--- src/rtl/sd_sector_loader.sv ---
// Multi-sector SD read engine: packs controller bytes into DATA_W-bit FIFO words, one whole sector at a time.
// Optional running byte checksum output enabled by defining SD_LOADER_CHECKSUM_EN.
module sd_sector_loader #(
    parameter int DATA_W     = 8,
    parameter int SPACE_W    = 10,
    parameter int ADDR_SHIFT = 9,
    parameter int MSB_FIRST  = 1,
    parameter int TIMEOUT    = 1048575
) (
    input  logic               clk_25mhz,
    input  logic               reset,
    input  logic               start,
    input  logic [31:0]        start_sector,
    input  logic [15:0]        num_sectors,
    input  logic               sd_ready,
    output logic               sd_rd,
    output logic [31:0]        sd_addr,
    input  logic [7:0]         sd_dout,
    input  logic               sd_byte_available,
    input  logic [SPACE_W-1:0] fifo_space,
    output logic               fifo_wr_en,
    output logic [DATA_W-1:0]  fifo_din,
    output logic               busy,
    output logic               done,
    output logic               error
`ifdef SD_LOADER_CHECKSUM_EN
    ,
    output logic [15:0]        checksum
`endif
);

    localparam int BPW   = DATA_W / 8;
    localparam int WPS   = 512 / BPW;
    localparam int IDX_W = (BPW > 1) ? $clog2(BPW) : 1;
    localparam int TMO_W = $clog2(TIMEOUT + 1);
    localparam logic [31:0]      WPS_U   = 32'(WPS);
    localparam logic [IDX_W-1:0] LAST_IX = IDX_W'(BPW - 1);
    localparam logic [TMO_W-1:0] TMO_MAX = TMO_W'(TIMEOUT - 1);

    typedef enum logic [2:0] {
        S_IDLE, S_START, S_WAIT_SPACE, S_WAIT_READY, S_ISSUE, S_READ, S_FINISH, S_ERROR
    } state_t;

    state_t             state;
    logic [31:0]        sec;
    logic [15:0]        remaining;
    logic [8:0]         byte_cnt;
    logic [IDX_W-1:0]   byte_idx;
    logic [DATA_W-1:0]  pack;
    logic [TMO_W-1:0]   tmo_cnt;
    logic               byte_q;

    logic               byte_edge;
    logic               space_ok;
    logic               tmo_run;
    logic               progress;
    logic [IDX_W-1:0]   lane_sel;
    logic [DATA_W-1:0]  word_nxt;

    // Drop one byte into the selected 8-bit lane of a partially packed word.
    function automatic logic [DATA_W-1:0] insert_byte(input logic [DATA_W-1:0] w,
                                                      input logic [IDX_W-1:0]  lane,
                                                      input logic [7:0]        b);
        logic [DATA_W-1:0] r;
        r = w;
        for (int i = 0; i < BPW; i++) begin
            if (lane == IDX_W'(i)) r[i*8 +: 8] = b;
        end
        return r;
    endfunction

    always_comb begin
        byte_edge = sd_byte_available & ~byte_q;
        space_ok  = (32'(fifo_space) >= WPS_U);
        lane_sel  = (MSB_FIRST != 0) ? (LAST_IX - byte_idx) : byte_idx;
        word_nxt  = insert_byte(pack, lane_sel, sd_dout);
        tmo_run   = (state == S_WAIT_READY) || (state == S_ISSUE) ||
                    (state == S_READ) || (state == S_FINISH);
        // Any forward motion restarts the idle window.
        progress  = ((state == S_WAIT_READY) &&  sd_ready) ||
                    ((state == S_ISSUE)      && !sd_ready) ||
                    ((state == S_READ)       &&  byte_edge) ||
                    ((state == S_FINISH)     &&  sd_ready);
    end

    always_ff @(posedge clk_25mhz) begin
        fifo_wr_en <= 1'b0;
        done       <= 1'b0;
        if (reset) begin
            state     <= S_IDLE;
            sd_rd     <= 1'b0;
            sd_addr   <= '0;
            fifo_din  <= '0;
            busy      <= 1'b0;
            error     <= 1'b0;
            sec       <= '0;
            remaining <= '0;
            byte_cnt  <= '0;
            byte_idx  <= '0;
            pack      <= '0;
            tmo_cnt   <= '0;
            byte_q    <= 1'b0;
`ifdef SD_LOADER_CHECKSUM_EN
            checksum  <= '0;
`endif
        end else begin
            byte_q <= sd_byte_available;
            case (state)
                S_IDLE: begin
                    // busy drops one cycle after done, so a start landing on done is ignored
                    busy <= 1'b0;
                    if (start && !busy) begin
                        sec       <= start_sector;
                        remaining <= num_sectors;
                        error     <= 1'b0;
                        busy      <= 1'b1;
                        state     <= S_START;
`ifdef SD_LOADER_CHECKSUM_EN
                        checksum  <= '0;
`endif
                    end
                end
                S_START: begin
                    if (remaining == 16'd0) begin
                        done  <= 1'b1;
                        state <= S_IDLE;
                    end else begin
                        state <= S_WAIT_SPACE;
                    end
                end
                S_WAIT_SPACE: begin
                    if (space_ok) state <= S_WAIT_READY;
                end
                S_WAIT_READY: begin
                    if (sd_ready) begin
                        sd_rd   <= 1'b1;
                        sd_addr <= sec << ADDR_SHIFT;
                        state   <= S_ISSUE;
                    end
                end
                S_ISSUE: begin
                    if (!sd_ready) begin
                        sd_rd    <= 1'b0;
                        byte_cnt <= '0;
                        byte_idx <= '0;
                        pack     <= '0;
                        state    <= S_READ;
                    end
                end
                S_READ: begin
                    if (byte_edge) begin
                        pack     <= word_nxt;
                        byte_cnt <= byte_cnt + 9'd1;
`ifdef SD_LOADER_CHECKSUM_EN
                        checksum <= checksum + {8'h00, sd_dout};
`endif
                        if (byte_idx == LAST_IX) begin
                            fifo_wr_en <= 1'b1;
                            fifo_din   <= word_nxt;
                            byte_idx   <= '0;
                        end else begin
                            byte_idx <= byte_idx + 1'b1;
                        end
                        if (byte_cnt == 9'd511) begin
                            sec       <= sec + 32'd1;
                            remaining <= remaining - 16'd1;
                            state     <= (remaining == 16'd1) ? S_FINISH : S_WAIT_SPACE;
                        end
                    end
                end
                S_FINISH: begin
                    if (sd_ready) begin
                        done  <= 1'b1;
                        state <= S_IDLE;
                    end
                end
                S_ERROR: begin
                    state <= S_IDLE;
                end
                default: state <= S_IDLE;
            endcase

            // Watchdog on controller activity; overrides the state update above on expiry.
            if (!tmo_run || progress) begin
                tmo_cnt <= '0;
            end else if (tmo_cnt == TMO_MAX) begin
                tmo_cnt <= '0;
                state   <= S_ERROR;
                sd_rd   <= 1'b0;
                busy    <= 1'b0;
                error   <= 1'b1;
            end else begin
                tmo_cnt <= tmo_cnt + 1'b1;
            end
        end
    end

endmodule

--- config.mk ---
export PLATFORM = sky130hd
export DESIGN_NAME = sd_sector_loader
export DESIGN_NICKNAME = d
export VERILOG_FILES = /design/src/rtl/sd_sector_loader.sv
export SDC_FILE = /design/constraint.sdc
export NUM_CORES = 1
export LEC_CHECK = 0
export ABC_AREA = 1
export BUFFER_PORTS_ARGS = -buffer_cell sky130_fd_sc_hd__buf_2
export CAP_MARGIN = 20
export CORE_MARGIN = 2
export CORE_UTILIZATION = 40
export CTS_BUF_LIST = sky130_fd_sc_hd__clkbuf_16
export CTS_CLUSTER_SIZE = 20
export DETAILED_ROUTE_END_ITERATION = 7
export GPL_ROUTABILITY_DRIVEN = 0
export HOLD_SLACK_MARGIN = 0.03
export REMOVE_ABC_BUFFERS = 1
export SLEW_MARGIN = 20
export SYNTH_ARGS = -nofsm -noshare
export SYNTH_HDL_FRONTEND = slang
export SYNTH_SLANG_ARGS = --single-unit
--- constraint.sdc ---
create_clock -name clk_25mhz -period 2.4 [get_ports clk_25mhz]
set_input_delay 0.12 -clock clk_25mhz [delete_from_list [all_inputs] [get_ports clk_25mhz]]
set_output_delay 0.12 -clock clk_25mhz [all_outputs]
set_load 0.01 [all_outputs]
==> results of run 1 <==
-- power by group --
| group | internal [W] | total [W] | switching [W] |
|---|---|---|---|
| sequential | 0.00191 | 0.00203 | 0.000123 |
| clock | 0.000797 | 0.00147 | 0.000669 |
| combinational | 0.000319 | 0.000808 | 0.000490 |
| total | 0.00302 | 0.00430 | 0.00128 |
-- synth_stat cells, types with 2 or more instances --
cell type,number,area share [%]
sky130_fd_sc_hd__nor2_2,14,1.5
sky130_fd_sc_hd__clkbuf_1,8,0.52
sky130_fd_sc_hd__buf_4,11,1.4
sky130_fd_sc_hd__o211ai_1,5,0.65
sky130_fd_sc_hd__nand4_1,14,1.5
sky130_fd_sc_hd__nand3b_1,4,0.52
sky130_fd_sc_hd__buf_2,21,1.8
sky130_fd_sc_hd__o21ai_1,2,0.17
sky130_fd_sc_hd__nor2_1,136,8.8
sky130_fd_sc_hd__nand3_1,46,4.0
sky130_fd_sc_hd__buf_6,2,0.39
sky130_fd_sc_hd__nand2_2,4,0.43
sky130_fd_sc_hd__o21ai_0,64,5.5
sky130_fd_sc_hd__a21oi_1,75,6.5
sky130_fd_sc_hd__a31oi_1,2,0.22
sky130_fd_sc_hd__a211oi_1,5,0.65
sky130_fd_sc_hd__inv_1,73,4.7
sky130_fd_sc_hd__ha_1,7,1.5
sky130_fd_sc_hd__or2_2,10,1.1
sky130_fd_sc_hd__o21a_1,2,0.26
sky130_fd_sc_hd__nand2_1,195,13
sky130_fd_sc_hd__xor2_1,11,1.7
sky130_fd_sc_hd__a32o_1,2,0.35
sky130_fd_sc_hd__dfxtp_1,108,37
sky130_fd_sc_hd__inv_2,8,0.52
sky130_fd_sc_hd__nor4_1,2,0.22
sky130_fd_sc_hd__xnor2_1,10,1.5
sky130_fd_sc_hd__nor3_1,17,1.5
-- timing repair --
item	in CTS	in global routing
hold buffers	11	0
setup endpoints to repair	0	22
gates resized for setup	0	9
hold endpoints to repair	11	0
-- area by class of cell --
class,instances,area [um2],area share [%]
clock buffer,9,225,3.31
clock inverter,7,61.3,0.901
inverter,82,310,4.56
multi-input combinational,646,3120,45.8
sequential,108,2160,31.8
tap,180,225,3.31
timing repair buffer,112,702,10.3
-- through the flow --
stage | util [%] | setup TNS [ps]
3_5_place_dp | 45.7 | 0
6_report | 48.7 | 0
2_1_floorplan | - | -6170
3_3_place_gp | 45.7 | 0
4_1_cts | 48.5 | 0
5_1_grt | 48.7 | 0
-- sequential cells by signal (all words and copies together) (netlist names) --
register / cells
done: 1
byte_cnt: 9
sd_rd: 1
state: 3
byte_q: 1
fifo_din: 8
sec: 23
tmo_cnt: 20
busy: 1
sd_addr: 23
remaining: 16
error: 1
fifo_wr_en: 1
-- cell families (layout without fill, tap and decap cells) --
family,count (synthesis),count (layout)
flip-flops,108,108
other,1,9
adder cells (fa/ha/maj),7,7
XOR/XNOR,21,21
buffers and inverters,126,210
AND/OR/NAND/NOR,449,449
AO/OA/AOI/OAI,160,160
-- worst min-delay path by stage --
stage / cells past startpoint / endpoint / from / slack [ps]
6_report: 3 / sec[2]$_SDFFE_PP0P_ / start_sector[2] / 60
5_1_grt: 3 / sec[2]$_SDFFE_PP0P_ / start_sector[2] / 70
4_1_cts: 3 / sec[2]$_SDFFE_PP0P_ / start_sector[2] / 50
3_5_place_dp: 3 / fifo_din[1]$_SDFFE_PP0P_ / sd_dout[1] / 350
3_3_place_gp: 3 / fifo_din[7]$_SDFFE_PP0P_ / sd_dout[7] / 340
2_1_floorplan: 1 / byte_cnt[3]$_SDFFE_PP0P_ / reset / 190
-- layer usage --
metal | vias up | wire length [um] | track usage [%]
li1 | 2975 | - | -
met1 | 2471 | 7280 | 27.1
met2 | 143 | 6540 | 30.4
met3 | 15 | 714 | 4.94
met4 | 0 | 187 | 4.23
met5 | - | 0 | 0
-- worst register-to-register path, cell delays in order, from the launching register on --
cell and delay (ps):
sky130_fd_sc_hd__dfxtp_1 350, sky130_fd_sc_hd__ha_1 200, sky130_fd_sc_hd__nand3_1 110, sky130_fd_sc_hd__nor2_1 140
sky130_fd_sc_hd__nand3_1 110, sky130_fd_sc_hd__nor2_1 100, sky130_fd_sc_hd__ha_1 170, sky130_fd_sc_hd__nand3_1 130
sky130_fd_sc_hd__nand2_2 120, sky130_fd_sc_hd__nand3_4 100, sky130_fd_sc_hd__buf_6 200, sky130_fd_sc_hd__a21oi_1 140
sky130_fd_sc_hd__o21ai_0 90, sky130_fd_sc_hd__a21oi_1 120
==> report_table.html, run 1 <==
<table>
<tr><th>Metric</th><th>Value</th></tr>
<tr><th colspan="2">Clock tree</th></tr>
<tr><td>Number of clock sinks</td><td>108</td></tr>
<tr><td>Number of buffers inserted during clock tree synthesis</td><td>9</td></tr>
<tr><td>Clock input transition at the sequential cells of the worst setup and hold paths</td><td>70 ps</td></tr>
<tr><td>Max clock buf depth</td><td>2</td></tr>
<tr><td>Clk Tree Root Cell</td><td>sky130_fd_sc_hd__clkbuf_16</td></tr>
<tr><td>H-tree lvl count</td><td>3</td></tr>
<tr><td>Clock network latency to the later pin of the worst-skew pair</td><td>350 ps</td></tr>
<tr><td>Post-CTS Setup Bufs</td><td>0</td></tr>
<tr><td>CTS tree</td><td>yes</td></tr>
<tr><th colspan="2">Setup path</th></tr>
<tr><td>Most prevalent standard cell on the critical path</td><td>sky130_fd_sc_hd__nand3_1</td></tr>
<tr><td>Worst reg2reg path startpoint</td><td>byte_cnt[1]$_SDFFE_PP0P_</td></tr>
<tr><td>Type of the worst setup path</td><td>flip-flop to flip-flop</td></tr>
<tr><td>Sum of buffers and inverters on the critical path</td><td>1</td></tr>
<tr><td>Slowest library cell on the worst path</td><td>sky130_fd_sc_hd__dfxtp_1</td></tr>
<tr><td>Cell count along the critical path</td><td>13</td></tr>
<tr><td>Arrival time at the worst endpoint</td><td>approximately 2400 ps</td></tr>
<tr><td>Register-to-Register Path Depth</td><td>13</td></tr>
<tr><td>CP delay by family, top</td><td>simple AND/OR/NAND/NOR gates</td></tr>
<tr><td>Register-to-Register Setup Slack</td><td>between 200 and 300 ps</td></tr>
<tr><td>Data required time at the worst endpoint</td><td>roughly 2700 ps</td></tr>
<tr><td>Reg-to-reg critical path endpoint</td><td>remaining[8]$_SDFFE_PP0P_</td></tr>
<tr><td>Worst setup SP type</td><td>flip-flop</td></tr>
<tr><td>Critical path destination</td><td>remaining[8]$_SDFFE_PP0P_</td></tr>
<tr><td>CP max FO</td><td>31</td></tr>
<tr><td>Delay of the slowest critical-path stage</td><td>~350 ps</td></tr>
<tr><td>Element type at the critical path end</td><td>flip-flop</td></tr>
<tr><td>Cells along the critical path</td><td>ha_1, nand3_1, nor2_1, nand3_1, nor2_1, ha_1, nand3_1, nand2_2, nand3_4, buf_6, a21oi_1, o21ai_0, a21oi_1</td></tr>
<tr><td>Worst Setup SP</td><td>byte_cnt[1]$_SDFFE_PP0P_</td></tr>
<tr><th colspan="2">Job</th></tr>
<tr><td>Max_cap viols</td><td>0</td></tr>
<tr><th colspan="2">Synth</th></tr>
<tr><td>Cell count after synthesis</td><td>872</td></tr>
<tr><td>Share of flip-flops with an asynchronous set or reset after synthesis</td><td>0%</td></tr>
<tr><td>Library cells used by synthesis</td><td>between 40 and 50</td></tr>
<tr><td>Register area share after synthesis</td><td>37.3%</td></tr>
<tr><td>Post-synthesis share of cell area spent on and, or, nand and nor gates</td><td>33.6%</td></tr>
<tr><td>Yosys warning total</td><td>0</td></tr>
<tr><td>Count of flip-flops with a built-in enable after synthesis</td><td>0</td></tr>
<tr><td>Area share of xor/xnor cells in the synthesized design</td><td>under 10%</td></tr>
<tr><td>Syn Area/Cell</td><td>6.64 um2</td></tr>
<tr><td>Register bit count reported by yosys</td><td>between 100 and 150</td></tr>
<tr><td>Multiplexer share of the synthesized area</td><td>0%</td></tr>
<tr><td>Dominant combinational cell family by area after synthesis</td><td>simple AND/OR/NAND/NOR gates</td></tr>
<tr><td>Adder-cell area share of the yosys netlist</td><td>1.51%</td></tr>
<tr><td>Compound-gate portion of the synthesized area</td><td>14.7%</td></tr>
<tr><td>Area of the mapped netlist</td><td>just under 6000 um2</td></tr>
<tr><td>Synth Flop Type</td><td>sky130_fd_sc_hd__dfxtp_1</td></tr>
<tr><th colspan="2">Timing</th></tr>
<tr><td>Count of final max-slew check failures</td><td>0</td></tr>
<tr><td>Highest clock rate</td><td>468 MHz</td></tr>
<tr><td>Headroom to the max-slew limit</td><td>64.2%</td></tr>
<tr><td>Setup repair after global routing missed its margin</td><td>no</td></tr>
<tr><td>Slew @ Worst Pin</td><td>532 ps</td></tr>
<tr><td>Worst hold margin</td><td>57.7 ps</td></tr>
<tr><td># setup viols final</td><td>0</td></tr>
<tr><td>Final hold violation count</td><td>0</td></tr>
<tr><td>Maximum clock skew at final layout</td><td>4.49 ps</td></tr>
<tr><td>Final critical path time including I/O delays and setup</td><td>2140 ps</td></tr>
<tr><td>Final clock period utilization by the worst path</td><td>89.0%</td></tr>
<tr><td>Final Worst Setup Slack</td><td>about 260 ps</td></tr>
<tr><th colspan="2">Placed design</th></tr>
<tr><td>Dpl cell area</td><td>6390 um2</td></tr>
<tr><td>Placement Setup Slack</td><td>144 ps</td></tr>
<tr><td>Port Buf Inserts</td><td>88</td></tr>
<tr><td># placed instances</td><td>1,117</td></tr>
<tr><td>Hpwl dp</td><td>between 10,000 and 15,000 um</td></tr>
<tr><th colspan="2">Global route</th></tr>
<tr><td>Number of global-route vias before repair</td><td>5,290</td></tr>
<tr><td>Largest net degree at the start of global routing</td><td>49</td></tr>
<tr><td>Global routing usage summed across all routing layers</td><td>19.4%</td></tr>
<tr><td>Sum of overflow across all layers after global routing</td><td>0</td></tr>
<tr><td>Number of antenna violations at the first check in global routing</td><td>0</td></tr>
<tr><td>First-pass GRT wire length</td><td>25,100 um</td></tr>
<tr><th colspan="2">Die</th></tr>
<tr><td>IO Pins</td><td>116</td></tr>
<tr><td>Core region area</td><td>14,000 um2</td></tr>
<tr><td>Std cell rows</td><td>43</td></tr>
<tr><td>Initial Util</td><td>about 41%</td></tr>
<tr><td>Floorplan die height</td><td>124 um</td></tr>
<tr><td>Die footprint</td><td>15,500 um2</td></tr>
<tr><td>Chip width</td><td>124 um</td></tr>
<tr><th colspan="2">Final layout</th></tr>
<tr><td>Commonest non-fill, non-tap cells in the layout</td><td>194 x sky130_fd_sc_hd__nand2_1, 135 x sky130_fd_sc_hd__nor2_1, 107 x sky130_fd_sc_hd__dfxtp_1</td></tr>
<tr><td>Final-layout fill cell count</td><td>1,514</td></tr>
<tr><td>Cell area after layout</td><td>6810 um2</td></tr>
<tr><td>Fraction of final layout cells sized beyond drive strength 1</td><td>around 17%</td></tr>
<tr><td>Most common cell after layout, fill and taps aside</td><td>sky130_fd_sc_hd__nand2_1</td></tr>
<tr><td>Synth-to-layout area growth</td><td>17.5%</td></tr>
<tr><td>Number of nets in the final layout</td><td>1,037</td></tr>
<tr><td>Antenna Diode Count</td><td>0</td></tr>
<tr><td>Final Non-Filler Cells</td><td>approximately 1.1k</td></tr>
<tr><th colspan="2">Status</th></tr>
<tr><td>Run status</td><td>finished, final reports clean</td></tr>
<tr><th colspan="2">Route</th></tr>
<tr><td>Final antenna-violating net count</td><td>0</td></tr>
<tr><td>First DRT Iteration DRCs</td><td>413</td></tr>
<tr><td>Via count</td><td>roughly 5.6k</td></tr>
<tr><td>Drt pass-1 iters</td><td>5</td></tr>
<tr><td>Detail-routed net length per standard cell</td><td>12.9 um</td></tr>
<tr><td>Routed WL</td><td>between 10,000 and 15,000 um</td></tr>
<tr><td>DRC viols</td><td>0</td></tr>
<tr><td>Drt via density</td><td>4.90</td></tr>
<tr><th colspan="2">Power</th></tr>
<tr><td>Largest voltage drop on the vdd net</td><td>573 uV</td></tr>
<tr><td>Tot Pwr</td><td>0.00430 W</td></tr>
<tr><td>Pleak</td><td>2.89 nW</td></tr>
<tr><td>PD cells</td><td>~630 nW/um2</td></tr>
<tr><th colspan="2">Min path</th></tr>
<tr><td>Class of the tightest hold or removal check</td><td>input port to flip-flop</td></tr>
</table>
Power figures use the tool's default switching activity.
==> run 2, diff against run 1 <==
--- a/config.mk
+++ b/config.mk
@@ -16,6 +16,7 @@
 export GPL_ROUTABILITY_DRIVEN = 0
 export HOLD_SLACK_MARGIN = 0.03
 export REMOVE_ABC_BUFFERS = 1
+export SKIP_LAST_GASP = 1
 export SLEW_MARGIN = 20
 export SYNTH_ARGS = -nofsm -noshare
 export SYNTH_HDL_FRONTEND = slang
==> constraint.sdc (replaced) <==
create_clock -name clk_25mhz -period 2.7 [get_ports clk_25mhz]
set_input_delay 0.135 -clock clk_25mhz [delete_from_list [all_inputs] [get_ports clk_25mhz]]
set_output_delay 0.135 -clock clk_25mhz [all_outputs]
set_load 0.01 [all_outputs]
==> report_table.html, run 2 (synthesis results as in run 1) <==
<table>
<tr><th>Metric</th><th>Value</th></tr>
<tr><th colspan="2">Status</th></tr>
<tr><td>Run status</td><td>finished, final reports clean</td></tr>
<tr><th colspan="2">Clock tree</th></tr>
<tr><td>Max clock buf depth</td><td>2 (unchanged)</td></tr>
<tr><td>CTS tree</td><td>yes</td></tr>
<tr><td>Clock network latency to the later pin of the worst-skew pair</td><td>350 ps (about the same)</td></tr>
<tr><td>Clock input transition at the sequential cells of the worst setup and hold paths</td><td>80 ps (about the same)</td></tr>
<tr><td>Number of clock sinks</td><td>108 (unchanged)</td></tr>
<tr><td>Number of buffers inserted during clock tree synthesis</td><td>9 (unchanged)</td></tr>
<tr><td>H-tree lvl count</td><td>3 (unchanged)</td></tr>
<tr><td>Clk Tree Root Cell</td><td>sky130_fd_sc_hd__clkbuf_16</td></tr>
<tr><th colspan="2">Setup path</th></tr>
<tr><td>Arrival time at the worst endpoint</td><td>2630 ps (+210 ps)</td></tr>
<tr><td>Worst setup SP type</td><td>flip-flop</td></tr>
<tr><td>Register-to-Register Path Depth</td><td>14 (+1)</td></tr>
<tr><td>Data required time at the worst endpoint</td><td>2930 ps (+250 ps)</td></tr>
<tr><td>Element type at the critical path end</td><td>flip-flop</td></tr>
<tr><td>Reg-to-reg critical path endpoint</td><td>remaining[5]$_SDFFE_PP0P_</td></tr>
<tr><td>CP max FO</td><td>13 (-58%)</td></tr>
<tr><td>Type of the worst setup path</td><td>flip-flop to flip-flop</td></tr>
<tr><td>Worst reg2reg path startpoint</td><td>byte_cnt[0]$_SDFFE_PP0P_</td></tr>
<tr><td>Register-to-Register Setup Slack</td><td>300 ps (+30 ps)</td></tr>
<tr><th colspan="2">Timing</th></tr>
<tr><td># setup viols final</td><td>0 (unchanged)</td></tr>
<tr><td>Maximum clock skew at final layout</td><td>7.63 ps (+3.13 ps)</td></tr>
<tr><td>Final hold violation count</td><td>0 (unchanged)</td></tr>
<tr><td>Total negative setup slack</td><td>0 ps (unchanged)</td></tr>
<tr><td>Final clock period utilization by the worst path</td><td>89.0% (about the same)</td></tr>
<tr><td>Final critical path time including I/O delays and setup</td><td>2400 ps (+267 ps)</td></tr>
<tr><td>Setup repair after global routing missed its margin</td><td>yes</td></tr>
<tr><td>Highest clock rate</td><td>416 MHz (-11%)</td></tr>
<tr><td>Worst hold margin</td><td>38.6 ps (-19.2 ps)</td></tr>
<tr><td>Slew @ Worst Pin</td><td>563 ps (+31.0 ps)</td></tr>
<tr><td>Headroom to the max-slew limit</td><td>62.3% (-1.9 points)</td></tr>
<tr><td>Count of final max-slew check failures</td><td>0 (unchanged)</td></tr>
<tr><th colspan="2">Global route</th></tr>
<tr><td>First-pass GRT wire length</td><td>24,600 um (-1.9%)</td></tr>
<tr><td>Number of antenna violations at the first check in global routing</td><td>0 (unchanged)</td></tr>
<tr><td>Number of global-route vias before repair</td><td>5,062 (-4.3%)</td></tr>
<tr><td>Global routing usage summed across all routing layers</td><td>19.1% (-0.31 points)</td></tr>
<tr><td>Largest net degree at the start of global routing</td><td>49 (unchanged)</td></tr>
<tr><td>Sum of overflow across all layers after global routing</td><td>0 (unchanged)</td></tr>
<tr><th colspan="2">Final layout</th></tr>
<tr><td>Antenna Diode Count</td><td>0 (unchanged)</td></tr>
<tr><td>Most common cell after layout, fill and taps aside</td><td>sky130_fd_sc_hd__nand2_1</td></tr>
<tr><td>Commonest non-fill, non-tap cells in the layout</td><td>195 x sky130_fd_sc_hd__nand2_1, 135 x sky130_fd_sc_hd__nor2_1, 108 x sky130_fd_sc_hd__dfxtp_1</td></tr>
<tr><td>Final-layout fill cell count</td><td>1,462 (-3.4%)</td></tr>
<tr><td>Biggest registers after layout</td><td>sd_addr x23, sec x23, tmo_cnt x20</td></tr>
<tr><td>Synth-to-layout area growth</td><td>15.7%</td></tr>
<tr><td>Fraction of final layout cells sized beyond drive strength 1</td><td>16.3% (-0.43 points)</td></tr>
<tr><td>Number of nets in the final layout</td><td>1,032 (-0.48%)</td></tr>
<tr><th colspan="2">Route</th></tr>
<tr><td>Final antenna-violating net count</td><td>0 (unchanged)</td></tr>
<tr><td>DRC viols</td><td>0 (unchanged)</td></tr>
<tr><td>First DRT Iteration DRCs</td><td>295 (-29%)</td></tr>
<tr><td>Drt via density</td><td>4.89 (-0.13%)</td></tr>
<tr><td>Routed WL</td><td>14,600 um (-0.92%)</td></tr>
<tr><td>Via count</td><td>5,572 (-0.57%)</td></tr>
<tr><td>Detail-routed net length per standard cell</td><td>12.8 um (-0.49%)</td></tr>
<tr><td>Drt pass-1 iters</td><td>5 (unchanged)</td></tr>
<tr><th colspan="2">Die</th></tr>
<tr><td>Core region area</td><td>14,000 um2 (unchanged)</td></tr>
<tr><td>Floorplan die height</td><td>124 um (unchanged)</td></tr>
<tr><td>Die footprint</td><td>15,500 um2 (unchanged)</td></tr>
<tr><td>IO Pins</td><td>116 (unchanged)</td></tr>
<tr><td>Std cell rows</td><td>43 (unchanged)</td></tr>
<tr><td>Initial Util</td><td>41.4% (unchanged)</td></tr>
<tr><td>Chip width</td><td>124 um (unchanged)</td></tr>
<tr><th colspan="2">Min path</th></tr>
<tr><td>Launch instance of the worst min-delay path</td><td>num_sectors[2]</td></tr>
<tr><td>Class of the tightest hold or removal check</td><td>input port to flip-flop</td></tr>
<tr><td>End point of the worst hold path</td><td>remaining[2]$_SDFFE_PP0P_</td></tr>
<tr><td>Number of cells on the worst hold path</td><td>3 (unchanged)</td></tr>
<tr><th colspan="2">Power</th></tr>
<tr><td>Flop pwr share</td><td>47.9% (+0.8 points)</td></tr>
<tr><td>Switching Share</td><td>31.0% (+1.3 points)</td></tr>
<tr><td>Switch Pwr</td><td>0.00117 W (-9.0%)</td></tr>
<tr><td>Clock network power share</td><td>33.7% (-0.4 points)</td></tr>
<tr><td>Logic pwr share</td><td>18.4% (-0.4 points)</td></tr>
<tr><td>Largest voltage drop on the vdd net</td><td>392 uV (-32%)</td></tr>
<tr><td>PD cells</td><td>561 nW/um2 (-11%)</td></tr>
<tr><td>Pleak</td><td>2.85 nW (-1.4%)</td></tr>
<tr><td>Internal portion of total power</td><td>0.00259 W (-14%)</td></tr>
<tr><th colspan="2">Job</th></tr>
<tr><td>Max_cap viols</td><td>0 (unchanged)</td></tr>
<tr><th colspan="2">Placed design</th></tr>
<tr><td>Port Buf Inserts</td><td>88 (unchanged)</td></tr>
<tr><td>Hpwl dp</td><td>10,500 um (+1.1%)</td></tr>
</table>
run 2: how the worst max path moves through the flow:
stage	start	endpoint	depth (start not counted)
finish	byte_cnt[0]$_SDFFE_PP0P_	remaining[5]$_SDFFE_PP0P_	14
global placement	byte_cnt[0]$_SDFFE_PP0P_	remaining[5]$_SDFFE_PP0P_	14
CTS	byte_cnt[0]$_SDFFE_PP0P_	remaining[11]$_SDFFE_PP0P_	13
detailed placement	byte_cnt[0]$_SDFFE_PP0P_	remaining[5]$_SDFFE_PP0P_	14
floorplan	state[2]$_SDFF_PP0_	sec[12]$_SDFFE_PP0P_	8
global route	byte_cnt[0]$_SDFFE_PP0P_	remaining[11]$_SDFFE_PP0P_	13
run 2: worst max-delay path, cell delays in order (launching register included):
cell	delay, ps
sky130_fd_sc_hd__dfxtp_1	370
sky130_fd_sc_hd__ha_1	200
sky130_fd_sc_hd__nand3_1	100
sky130_fd_sc_hd__nor2_1	140
sky130_fd_sc_hd__nand3_1	120
sky130_fd_sc_hd__nor2_1	120
sky130_fd_sc_hd__ha_1	180
sky130_fd_sc_hd__nand3_1	100
sky130_fd_sc_hd__nand2_1	130
sky130_fd_sc_hd__nand3_4	180
sky130_fd_sc_hd__inv_2	230
sky130_fd_sc_hd__buf_4	200
sky130_fd_sc_hd__o21ai_0	80
sky130_fd_sc_hd__nand2_1	70
sky130_fd_sc_hd__a21oi_1	50
run 2: final cells by class:
type / count / area (um2) / share of cell area (%)
multi-input cells: 646 / 3110 / 46.3
well taps: 180 / 225 / 3.36
clock inverters: 7 / 50.0 / 0.747
clock buffers: 9 / 225 / 3.36
flip-flops and latches: 108 / 2160 / 32.3
inverters: 82 / 308 / 4.59
repair buffers: 107 / 626 / 9.34
run 2: stage by stage:
step / worst slack [ps] / instance area (um2) / cells / total power, W / utilization, %
final: 297 / 6700 / 1139 / 0.00376 / 47.9
after global routing: -2.47 / 6700 / 1139 / 0.00399 / 47.9
after CTS: 249 / 6690 / 1139 / 0.00380 / 47.9
after detailed placement: 280 / 6330 / 1114 / 0.00251 / 45.2
after global placement: 291 / 6330 / 1114 / 0.00251 / 45.2
after floorplan: -20.1 / 5570 / 836 / 0.00227 / -
run 2: what timing repair did:
item | CTS | global route
hold endpoints to repair | 9 | 0
gates resized for setup | 0 | 2
hold buffers | 9 | 0
endpoints found under the setup margin | 0 | 3
buffers inserted | 0 | 0
run 2: power by group through the flow:
stage | clock [W] | sequential (W) | combinational, W
5_1_grt | 0.00137 | 0.00182 | 0.000796
3_5_place_dp | 0 | 0.00184 | 0.000673
3_3_place_gp | 0 | 0.00184 | 0.000670
6_report | 0.00127 | 0.00180 | 0.000691
2_1_floorplan | 0 | 0.00181 | 0.000464
4_1_cts | 0.00131 | 0.00180 | 0.000686
run 2: per-layer routing:
layer | GRT usage, % | vias to the layer above | part of all wire (%)
met5 | 0 | - | 0
met4 | 3.77 | 0 | 0.76
met3 | 5.11 | 11 | 5.6
met2 | 30.6 | 121 | 45
met1 | 26.1 | 2482 | 48
li1 | - | 2958 | -
